<file path="config.mk">
export PLATFORM = sky130hd
export DESIGN_NAME = jk_excitation_driver
export DESIGN_NICKNAME = d
export VERILOG_FILES = /design/src/rtl/jk_pkg.sv /design/src/rtl/jk_excite_enc.sv /design/src/rtl/jk_excitation_driver.sv
export SDC_FILE = /design/constraint.sdc
export NUM_CORES = 1
export LEC_CHECK = 0
export CAP_MARGIN = 20
export CORE_MARGIN = 5
export CORE_UTILIZATION = 26
export DETAILED_ROUTE_END_ITERATION = 10
export GPL_TIMING_DRIVEN = 0
export PLACE_DENSITY = 0.54
export SYNTH_ARGS = -nofsm -noshare
export SYNTH_HDL_FRONTEND = slang
export SYNTH_SLANG_ARGS = --single-unit
</file>
<file path="constraint.sdc">
create_clock -name clk -period 3.9 [get_ports clk]
set_input_delay 0.78 -clock clk [delete_from_list [all_inputs] [get_ports clk]]
set_output_delay 0.78 -clock clk [all_outputs]
set_load 0.005 [all_outputs]
</file>
<file path="src/rtl/jk_pkg.sv">
// Shared types and per-bit J/K excitation for the JK bank write driver.
// Optional build macro: JK_TOGGLE_EN selects toggle encoding instead of set/reset.
package jk_pkg;

  typedef enum logic [1:0] {
    IDLE  = 2'd0,
    DRIVE = 2'd1,
    CHECK = 2'd2
  } drv_state_e;

  localparam logic [1:0] JK_HOLD = 2'b00;

  // Returns {j,k} that moves one JK bit from q to tgt in a single clock.
  function automatic logic [1:0] jk_encode(input logic q, input logic tgt);
    logic [1:0] jk;
    jk = JK_HOLD;
    if (q != tgt) begin
`ifdef JK_TOGGLE_EN
      jk = 2'b11;
`else
      jk = {tgt, q};
`endif
    end
    return jk;
  endfunction

endpackage

</file>
<file path="src/rtl/jk_excite_enc.sv">
// Combinational WIDTH-wide J/K excitation encoder built from jk_encode.
module jk_excite_enc
  import jk_pkg::*;
#(
  parameter int unsigned WIDTH = 4
) (
  input  logic [WIDTH-1:0] q,
  input  logic [WIDTH-1:0] tgt,
  output logic [WIDTH-1:0] j,
  output logic [WIDTH-1:0] k
);

  always_comb begin
    j = '0;
    k = '0;
    for (int i = 0; i < int'(WIDTH); i++) begin
      {j[i], k[i]} = jk_encode(q[i], tgt[i]);
    end
  end

endmodule

</file>
<file path="src/rtl/jk_excitation_driver.sv">
// Write-side controller: drives a JK bank to a requested word, verifies it, retries a bounded number of times.
// Build option: define JK_TOGGLE_EN for toggle excitation (see jk_pkg).
module jk_excitation_driver
  import jk_pkg::*;
#(
  parameter int unsigned WIDTH     = 4,
  parameter int unsigned MAX_RETRY = 2
) (
  input  logic             clk,
  input  logic             rst,
  input  logic             tgt_valid,
  input  logic [WIDTH-1:0] tgt_data,
  output logic             tgt_ready,
  input  logic [WIDTH-1:0] q_fb,
  output logic [WIDTH-1:0] j,
  output logic [WIDTH-1:0] k,
  output logic             busy,
  output logic             done,
  output logic             err
);

  localparam int unsigned RW = (MAX_RETRY > 0) ? $clog2(MAX_RETRY + 1) : 1;

  drv_state_e       state;
  logic [RW-1:0]    retry_cnt;
  logic [WIDTH-1:0] tgt_q;
  logic [WIDTH-1:0] enc_tgt;
  logic [WIDTH-1:0] enc_j;
  logic [WIDTH-1:0] enc_k;

  // j/k are registered, so the excitation is computed one edge early: from the
  // incoming word on accept, from the latched target on a retry.
  assign enc_tgt = (state == IDLE) ? tgt_data : tgt_q;

  jk_excite_enc #(.WIDTH(WIDTH)) u_enc (
    .q   (q_fb),
    .tgt (enc_tgt),
    .j   (enc_j),
    .k   (enc_k)
  );

  always_ff @(posedge clk or posedge rst) begin
    if (rst) begin
      state     <= IDLE;
      retry_cnt <= '0;
      tgt_q     <= '0;
      j         <= '0;
      k         <= '0;
      tgt_ready <= 1'b1;
      busy      <= 1'b0;
      done      <= 1'b0;
      err       <= 1'b0;
    end else begin
      done <= 1'b0;
      err  <= 1'b0;
      j    <= '0;
      k    <= '0;
      unique case (state)
        IDLE: begin
          if (tgt_valid && tgt_ready) begin
            tgt_q     <= tgt_data;
            retry_cnt <= '0;
            j         <= enc_j;
            k         <= enc_k;
            tgt_ready <= 1'b0;
            busy      <= 1'b1;
            state     <= DRIVE;
          end
        end
        DRIVE: state <= CHECK;
        CHECK: begin
          if (q_fb == tgt_q) begin
            done      <= 1'b1;
            tgt_ready <= 1'b1;
            busy      <= 1'b0;
            state     <= IDLE;
          end else if (retry_cnt < RW'(MAX_RETRY)) begin
            retry_cnt <= retry_cnt + 1'b1;
            j         <= enc_j;
            k         <= enc_k;
            state     <= DRIVE;
          end else begin
            err       <= 1'b1;
            tgt_ready <= 1'b1;
            busy      <= 1'b0;
            state     <= IDLE;
          end
        end
        default: begin
          tgt_ready <= 1'b1;
          busy      <= 1'b0;
          state     <= IDLE;
        end
      endcase
    end
  end

endmodule
</file>
* Yosys cells after proc, flatten, opt, wreduce, memory -nomap -nowiden
Cells that the tools add are included.
Widths: inputs -> output; s select.
** Word-level totals
- Input port bits :: 11
- Register bits after elaboration :: 20
- Output and inout port bits :: 12
- Word-level logic and storage cells :: 63
** Operators by class
- Magnitude comparators :: 1
- Eq/ne operators :: 11
- Bitwise gates (word level) :: 1
- Multiplexer cells :: 34
- Reductions and logical operators :: 6
- Add/sub/neg operators :: 1
** Operator list (count)
- $mux 4 :: 7
- $mux 2 :: 8
- $pmux 4 s2 :: 2
- $mux 1 :: 13
- $pmux 1 s3 :: 2
- $pmux 2 s3 :: 1
- $eq 4x4->1 :: 1
- $ne 1x1->1 :: 4
- $ne 2x2->1 const B :: 2
- $pmux 2 s2 :: 1
- $reduce_and 4->1 :: 1
- $ne 3x3->1 const B :: 1
- $reduce_and 3->1 :: 1
- $add 2x1->2 const B :: 1
- $eq 2x1->1 const B :: 1
- $eq 2x2->1 const B :: 1
- $logic_not 2->1 :: 1
- $lt 2x2->1 const B :: 1
- $ne 2x1->1 const B :: 1
- $reduce_and 2->1 :: 1
- $reduce_bool 2->1 :: 1
- $logic_and 1x1->1 :: 1
- $not 1->1 :: 1

* Longest topological paths before layout
Gate-level depths: netlist (run 1).
- Word-level depth :: 7
- Mapped depth :: 5
- Gate-level depth less buffers :: 3

* Cells and area by module
A second synthesis (run 1) with hierarchy kept.
** Second synthesis, totals
- Cell total of the unflattened synthesis :: 71
- Area total of the unflattened synthesis :: 907.1 um^2
** By module, submodules not included
- jk_excitation_driver :: cells an instance 63, seq. area each 501.7 um^2, area an instance 857.1 um^2, times used 1
- jk_excite_enc :: cells an instance 8, seq. area each 0.0 um^2, area an instance 50.0 um^2, times used 1

* Worst setup path after synthesis (run 1)
OpenSTA, ideal clock, no wires.
- Path type :: input-to-reg
- Start :: in q_fb[3]
- End :: reg j[0]
- Buffers on the path :: 0
- Stages :: 3
- Data required time :: 3.748 ns
- Path slack :: 2.071 ns
- Library setup time :: 0.152 ns
- Arrival time :: 1.676 ns
- Cell sequence :: xor2_1 o41ai_4 a221oi_1
** On the way
- Word-level cells in the longest chain between the ends :: 3
** RTL lines
- from (decl) :: line jk_excitation_driver.sv:14 : input logic [WIDTH-1:0] q_fb,
- $eq 4x4->1 :: line jk_excitation_driver.sv:72 : if (q_fb == tgt_q) begin
- $mux 4 :: line jk_excitation_driver.sv:72
- $pmux 4 s2 :: line jk_excitation_driver.sv:58 : unique case (state)
- to (signal assigned) :: line jk_excitation_driver.sv:63 : j <= enc_j;
- to (signal assigned) :: line jk_excitation_driver.sv:79 : j <= enc_j;
- to (decl) :: line jk_excitation_driver.sv:15 : output logic [WIDTH-1:0] j,
No other way between the ends.
A chain may end at the register's enable or synchronous reset.

* Worst setup path after layout (run 1)
Ends and elaborated chain as after synthesis.

==> results of run 1 <==
==> critical path: stages <==
cell	delay, ns
clkdlybuf4s50_1	0.47
xor2_1	0.22
o41ai_4	0.72
a221oi_1	0.21
==> power groups by stage <==
stage               clock network, W  registers, W  logic (W)
floorplan                          0      0.000211  0.0000106
global placement                   0      0.000211  0.0000252
detailed placement                 0      0.000211  0.0000254
CTS                         0.000125      0.000207  0.0000256
global route                0.000138      0.000207  0.0000280
finish                      0.000121      0.000207  0.0000253
==> state kept, by name, summed over array words and instances (netlist names) <==
signal,count
done,1
state,2
retry_cnt,2
tgt_q,4
tgt_ready,1
err,1
busy,1
k,4
j,4
==> how the worst max path moves through the flow <==
| stage | from | endpoint | slack [ns] | depth (start not counted) |
|---|---|---|---|---|
| 4_1_cts | q_fb[3] | j[0] | 1.65 | 4 |
| 2_1_floorplan | q_fb[3] | j[0] | 2.07 | 3 |
| 3_3_place_gp | q_fb[3] | j[1] | 1.36 | 4 |
| 6_report | q_fb[3] | j[0] | 1.65 | 4 |
| 3_5_place_dp | q_fb[3] | j[0] | 1.34 | 4 |
| 5_1_grt | q_fb[3] | j[0] | 1.61 | 4 |
==> cell usage in the layout (no fill, tap or decap), types with 2 or more instances in the layout <==
master,n
nor2_1,3
a221oi_1,4
mux2_2,3
nor3b_1,2
nor2b_1,2
clkbuf_4,3
inv_1,6
a21oi_1,2
a211oi_1,3
o21ai_0,6
nand2_1,8
dfrtp_1,19
clkdlybuf4s50_1,22
a21bo_2,3
clkbuf_1,3
o41ai_1,2
xor2_1,4
==> cells by family (layout without fill, tap and decap cells) <==
kind of cell	Yosys count	after routing
xor gates and xnor gates	4	4
muxes	4	4
buffers and inverters	10	36
and+or+nand+nor	19	19
DFF	20	20
AOI/OAI and AO/OA	24	24
==> area by class of cell <==
type | count | area share
Buffer | 4 | 0.01320
Clock buffer | 4 | 0.02944
Inverter | 6 | 0.01827
Multi-Input combinational cell | 51 | 0.3066
Sequential cell | 20 | 0.4071
Tap cell | 46 | 0.04670
Timing Repair Buffer | 22 | 0.1787
==> per-stage QoR <==
stage	cell area, sq um	hold slack, ns	setup WS [ns]	power [W]
5_1_grt	1232	0.5256	1.612	0.0003733
3_5_place_dp	1196	0.4743	1.338	0.0002367
2_1_floorplan	918.4	0.4461	2.071	0.0002219
3_3_place_gp	1196	0.4616	1.355	0.0002365
6_report	1232	0.4819	1.649	0.0003533
4_1_cts	1232	0.4901	1.652	0.0003580
==> routing by layer <==
layer	global-route usage	vias up	share of wire
li1	-	347	-
met1	0.1133	338	0.47
met2	0.1430	23	0.45
met3	0.04348	2	0.063
met4	0.03905	0	0.014
met5	0	-	0
==> metrics.sh, run 1 <==
SYNTH-ADDER-AREA-SHARE=0
CTSHOLDBUFFERS=0
MAXIMUM_NUMBER_OF_PINS_ON_ONE_NET_BEFORE_GLOBAL_ROUTE_REPAIR=21
PWR-SHARE-SEQ=0.587
HOLD_CLASS='reg2reg'
FIN_TNS_SETUP_NS=0
YOSYS.AREA.TOP_TYPE='dfrtp_1'
SYNTH_WARNINGS=0
POWER.SWITCHING_FRACTION=0.2177
ARRIVAL_NS=2.40
ROUTED_WIRE_LENGTH_MICRONS=2081
NUMBER_OF_PLACED_CELLS_COUNTING_WELL_TAPS=149
POST_CTS.RESIZED_INSTANCES=0
TIMING_MAX_TRANSITION_VIOLATIONS_FINAL=0
CLOCK_SINK_COUNT=20
WORST_R2R_PATH_DEPTH=3
SYNTHDOMINANTCELLAREASHARE=0.5177
FIN_CELLS=153
NET-SWITCHING-POWER_W=0.00007690
FOOTPRINT_OF_THE_MULTI_INPUT_GATES_SQ_UM=377.9
SYNTH_ENABLE_FLOP_CELLS=0
ROUTE.DETAILED.WL_PER_INST_MICRONS=13.60
RUN_STATUS='finished, final reports clean'
POST_SYNTH_AND_OR_NAND_NOR_AREA_FRACTION=0.1090
AREA_GROWTH_PCT=34.20
SETUP_REPAIR_AFTER_GLOBAL_ROUTING_MISSED_ITS_MARGIN='no'
YOSYSMOSTFREQUENTCELL='dfrtp_1'
POWER.SHARE.CLOCK=0.341
FIN_WORST_SKEW_NS=0.006008
CP_MAX_FO=10
SYNTHCELLS=81
CTS_ROOT_BUF='clkbuf_4'
GRT_ANTENNA_BEFORE_REPAIR=0
FILLCELLCOUNT=345
SYNTHARSTFLOPSHARE=1.000
DIEAREA_SQ_UM=4821
MAXCAPVIOLCOUNT=0
DRT_ITER0_MARKERS=18
GRT_PASS1_VIAS=744
YOSYSSEQAREASHARE=0.5463
SETUP-VIOLATIONS-FINAL=0
SYNTH_TOP_FAMILY_BY_AREA='compound AO/OA/AOI/OAI gates'
CORE_AREA_SQ_UM=3390
CLKLATENCYLATEPIN_NS=0.30
TIMING.CRITICAL_PATH.FROM_TYPE='input pin'
P_COMB_FRAC=0.072
MAXIMUM_LEVEL_OF_THE_CTS_H_TREE=1
STD_CELL_ROWS=21
P_INT_W=0.0002764
POST_SYNTH_NET_TOTAL=92
MIN_FROM='retry_cnt[0]'
SYNTH.DISTINCT_CELLS=26
IO_PINS=23
WORST-ENDPOINT-REQUIRED_NS=4.05
MAX_FREQ_MHz=444.3
INITIAL_UTILIZATION=0.2709
GLOBAL_ROUTE_WIRE_LENGTH_BEFORE_REPAIR_MICRONS=3581
LAYOUT.CORE_UTILIZATION=0.3636
WORST_IR_DROP_VDD_mV=0.1532
WORST_R2R_SETUP_SLACK_NS=2.17
ANTENNA_CELLS_INSERTED=0
SYNTH-XOR-AREA-SHARE=0.03815
DETAILROUTE.VIA_COUNT=710
GPL.FINAL_WEIGHTED_CONGESTION=0.7277
POST_CTS.REPAIR.SETUP_BUFFERS=0
POWER.STATIC_LEAKAGE_nW=0.5575
POWER.DENSITY_nW_PER_UM2=286.6
CTS_BUFFER_DEPTH=2
PATH_CLASS='in2reg'
DIE_W_MICRONS=69.43
GRT_UTIL_ALL_LAYERS=0.09377
SYN_AREA_PER_CELL_SQ_UM=11.34
FF_LATCH_AREA_SQ_UM=501.7
PLACEMENT.IO_BUFFERS=22
WORSTREG2REGSTART='tgt_q[3]'
GRT.OVERFLOW.TOTAL=0
ENDPOINT_KIND='flop'
NETLIST_AREA_SQ_UM=918.4
FINALCRITPERIODSHARE=0.5771
DETAIL_ROUTE.FIRST_PASS.ITERATIONS=4
SYNTH_FF_TYPE='dfrtp_1'
TIMING.RR.END='j[0]'
YOSYS-MUX-AREA-FRACTION=0.04768
CTS-BUFFERS-INSERTED=3
WORSTHOLDENDPOINT='retry_cnt[0]'
FINALWORSTPATHREQUIREDPERIOD_NS=2.251
ANTENNA_VIOLATING_NETS_POST_ROUTE=0
LEADING_POST_SYNTHESIS_CELLS_BY_INSTANCE_COUNT='19 x dfrtp_1, 8 x nand2_1, 6 x inv_1, 6 x o21ai_0'
DIE-HEIGHT_MICRONS=69.43
TIMING.HOLD.WORST_PATH_DEPTH=1
CTS_TREE='done'
ACTUAL_SLEW_AT_THE_WORST_MAX_SLEW_PIN_NS=0.7706
MAX_TRANSITION_MARGIN=0.4857
DRT-VIAS-PER-INSTANCE=4.641
PROPORTION_OF_LAYOUT_CELLS_WITH_A_DRIVE_SUFFIX_ABOVE_1=0.1215
DRC=0
CLK_PIN_SLEW_NS=0.11
HPWL_MICRONS=1478
FINAL-HOLD-VIOLATION-COUNT=0
SYNTH_COMPOUND_AREA_FRAC=0.2166
DESIGN.FINAL.NETS=119
NETLIST_TOP_CELLS_AREA='dfrtp_1 52%, a221oi_1 3.8%, xor2_1 3.8%'
SYNTH_SEQ_CELLS=20
Power figures use the tool's default switching activity.
==> run 2: changes to the inputs <==
- PLACE_DENSITY: 0.54 -> 0.55
- clock period: 3.9 -> 2 ns (I/O delays scaled with it)
==> run 2 against run 1 <==
- worst hold slack gained 0.0051 ns
- die area is the same
- setup slack lost 1.5 ns
- count of clock-buffer cells in the layout is the same
- flip-flop and latch count is the same
- non-clock buffer count is the same
- critical path depth is the same
==> metrics.sh, run 2 (synthesized netlist as in run 1, its figures left out) <==
GRT_ANTENNA_BEFORE_REPAIR=0  # unchanged
IO_PINS=23  # unchanged
PLACEMENT.IO_BUFFERS=22  # unchanged
CTS-BUFFERS-INSERTED=3  # unchanged
CTS_BUFFER_DEPTH=2  # unchanged
FINALCRITPERIODSHARE=0.9153
GLOBAL_ROUTE_WIRE_LENGTH_BEFORE_REPAIR_MICRONS=3629  # +1.3%
CTSHOLDBUFFERS=0  # unchanged
ANTENNA_VIOLATING_NETS_POST_ROUTE=0  # unchanged
ARRIVAL_NS=1.98  # -0.42 ns
DIEAREA_SQ_UM=4821  # unchanged
HPWL_MICRONS=1450  # -1.9%
WORST_IR_DROP_VDD_mV=0.1348  # -12%
TIMING.CRITICAL_PATH.FROM_TYPE='input pin'
SETUP_REPAIR_AFTER_GLOBAL_ROUTING_MISSED_ITS_MARGIN='no'
CP_MAX_FO=10  # unchanged
DIE-HEIGHT_MICRONS=69.43  # unchanged
FIN_WORST_SKEW_NS=0.005145  # -0.0008631 ns
WORSTHOLDENDPOINT='retry_cnt[0]'
MAXCAPVIOLCOUNT=0  # unchanged
DETAIL_ROUTE.FIRST_PASS.ITERATIONS=4  # unchanged
ACTUAL_SLEW_AT_THE_WORST_MAX_SLEW_PIN_NS=0.7557  # -0.01495 ns
MAX_TRANSITION_MARGIN=0.4957  # +0.009981
GRT_PASS1_VIAS=768  # +3.2%
SETUP-VIOLATIONS-FINAL=0  # unchanged
LAYOUT_COMMONEST_CELL='clkdlybuf4s50_1'
POST_CTS.RESIZED_INSTANCES=0  # unchanged
CTS_ROOT_BUF='clkbuf_4'
GRTUSAGEMET3=0.02174  # -0.02174
TIMING.RR.END='j[3]'
POST_CTS.REPAIR.SETUP_BUFFERS=0  # unchanged
TIMING_MAX_TRANSITION_VIOLATIONS_FINAL=0  # unchanged
DRT_ITER0_MARKERS=32  # +14
WORST_R2R_SETUP_SLACK_NS=0.31  # -1.86 ns
DIE_W_MICRONS=69.43  # unchanged
CLOCK_SINK_COUNT=20  # unchanged
CTS_TREE='done'
FINALWORSTPATHREQUIREDPERIOD_NS=1.831
POSTLAYOUTSETUPSLACKWORST_NS=0.1693  # -1.480 ns
PATH_CLASS='in2reg'
RUN_STATUS='finished, final reports clean'
GLOBAL_ROUTE.USAGE.MET1=0.1122  # -0.001092
GPL.FINAL_WEIGHTED_CONGESTION=0.7655  # +5.2%
GLOBALROUTE.BUSIESTLAYER='met2'
GRT_UTIL_MET2=0.1494  # +0.006356
PLACE_WS_NS=-0.1549  # -1.493 ns
MAXIMUM_LEVEL_OF_THE_CTS_H_TREE=1  # unchanged
DRT-VIAS-PER-INSTANCE=4.608  # -0.70%
GRT.OVERFLOW.TOTAL=0  # unchanged
HOLD_CLASS='reg2reg'
POWER.DENSITY_nW_PER_UM2=535.8  # +87%
WORSTREG2REGSTART='tgt_q[3]'
STD_CELL_ROWS=21  # unchanged
LAYOUT.CORE_UTILIZATION=0.3607  # -0.002953
ROUTED_WIRE_LENGTH_MICRONS=2005  # -3.7%
GRT_UTIL_ALL_LAYERS=0.09160  # -0.002173
ROUTE.DETAILED.WL_PER_INST_MICRONS=13.10  # -3.7%
MIN_FROM='retry_cnt[0]'
FINAL-HOLD-VIOLATION-COUNT=0  # unchanged
WORST_R2R_PATH_DEPTH=3  # unchanged
MAXIMUM_NUMBER_OF_PINS_ON_ONE_NET_BEFORE_GLOBAL_ROUTE_REPAIR=21  # unchanged
CLK_PIN_SLEW_NS=0.11  # about the same
DESIGN.FINAL.NETS=119  # unchanged
ENDPOINT_KIND='flop'
AREA_GROWTH_PCT=33.11
DRC=0  # unchanged
POWER.STATIC_LEAKAGE_nW=0.5515  # -1.1%
DETAILROUTE.VIA_COUNT=705  # -0.70%
LAYOUT.CELLS.MOST_COMMON_LIST='22 x clkdlybuf4s50_1, 19 x dfrtp_1, 8 x nand2_1, 6 x o21ai_0, 6 x inv_1'
WORST-ENDPOINT-REQUIRED_NS=2.15  # -1.90 ns
INITIAL_UTILIZATION=0.2709  # unchanged
CLKLATENCYLATEPIN_NS=0.30  # about the same
MAX_FREQ_MHz=546.2
TIMING.HOLD.WORST_PATH_DEPTH=1  # unchanged
BIGGESTREGSBYFLOPS='j: 4 flops, k: 4 flops, tgt_q: 4 flops'
PROPORTION_OF_LAYOUT_CELLS_WITH_A_DRIVE_SUFFIX_ABOVE_1=0.1121  # -0.009346
ANTENNA_CELLS_INSERTED=0  # unchanged
CORE_AREA_SQ_UM=3390  # unchanged
[run 2: critical path, cell delays in order]
cell and delay (ns):
clkdlybuf4s50_1 0.53, xor2_1 0.16, o41ai_4 0.69, a221oi_1 0.20
[run 2: report_power, final]
part	switching, W	internal [W]
Sequential	0	0.000404
Combinational	0.0000256	0.0000237
Clock	0.000124	0.0000777
[run 2: how the worst max path moves through the flow]
| stage | startpoint | end | depth (start not counted) |
|---|---|---|---|
| final | q_fb[2] | j[3] | 4 |
| after global routing | q_fb[2] | j[3] | 4 |
| after CTS | q_fb[2] | j[3] | 4 |
| after detailed placement | q_fb[3] | j[3] | 4 |
| after global placement | q_fb[3] | j[1] | 4 |
| after floorplan | tgt_q[3] | j[0] | 3 |
[run 2: stage by stage]
stage               std cells  power (W)  setup TNS [ns]  hold slack (ns)  area (sq um)
floorplan                  81  0.0004327               0           0.3631         918.4
global placement          149  0.0004609          -1.173           0.4636          1196
detailed placement        149  0.0004619          -1.198           0.4747          1196
CTS                       153  0.0006640               0           0.4914          1222
global route              153  0.0006845               0           0.5282          1222
finish                    153  0.0006550               0           0.4870          1222
[run 2: cell type report]
cell class,count,area (sq um)
Buffer,4,16.27
Tap cell,46,57.56
Sequential cell,20,501.7
Multi-Input combinational cell,51,377.9
Inverter,6,22.52
Clock buffer,4,26.28
Fill cell,340,2167
Timing Repair Buffer,22,220.2
[run 2: metal layers]
layer / part of all wire / wire, microns / up-vias
li1: - / - / 344
met1: 0.44 / 888 / 342
met2: 0.49 / 991 / 15
met3: 0.043 / 86 / 4
met4: 0.019 / 39 / 0
met5: 0 / 0 / -
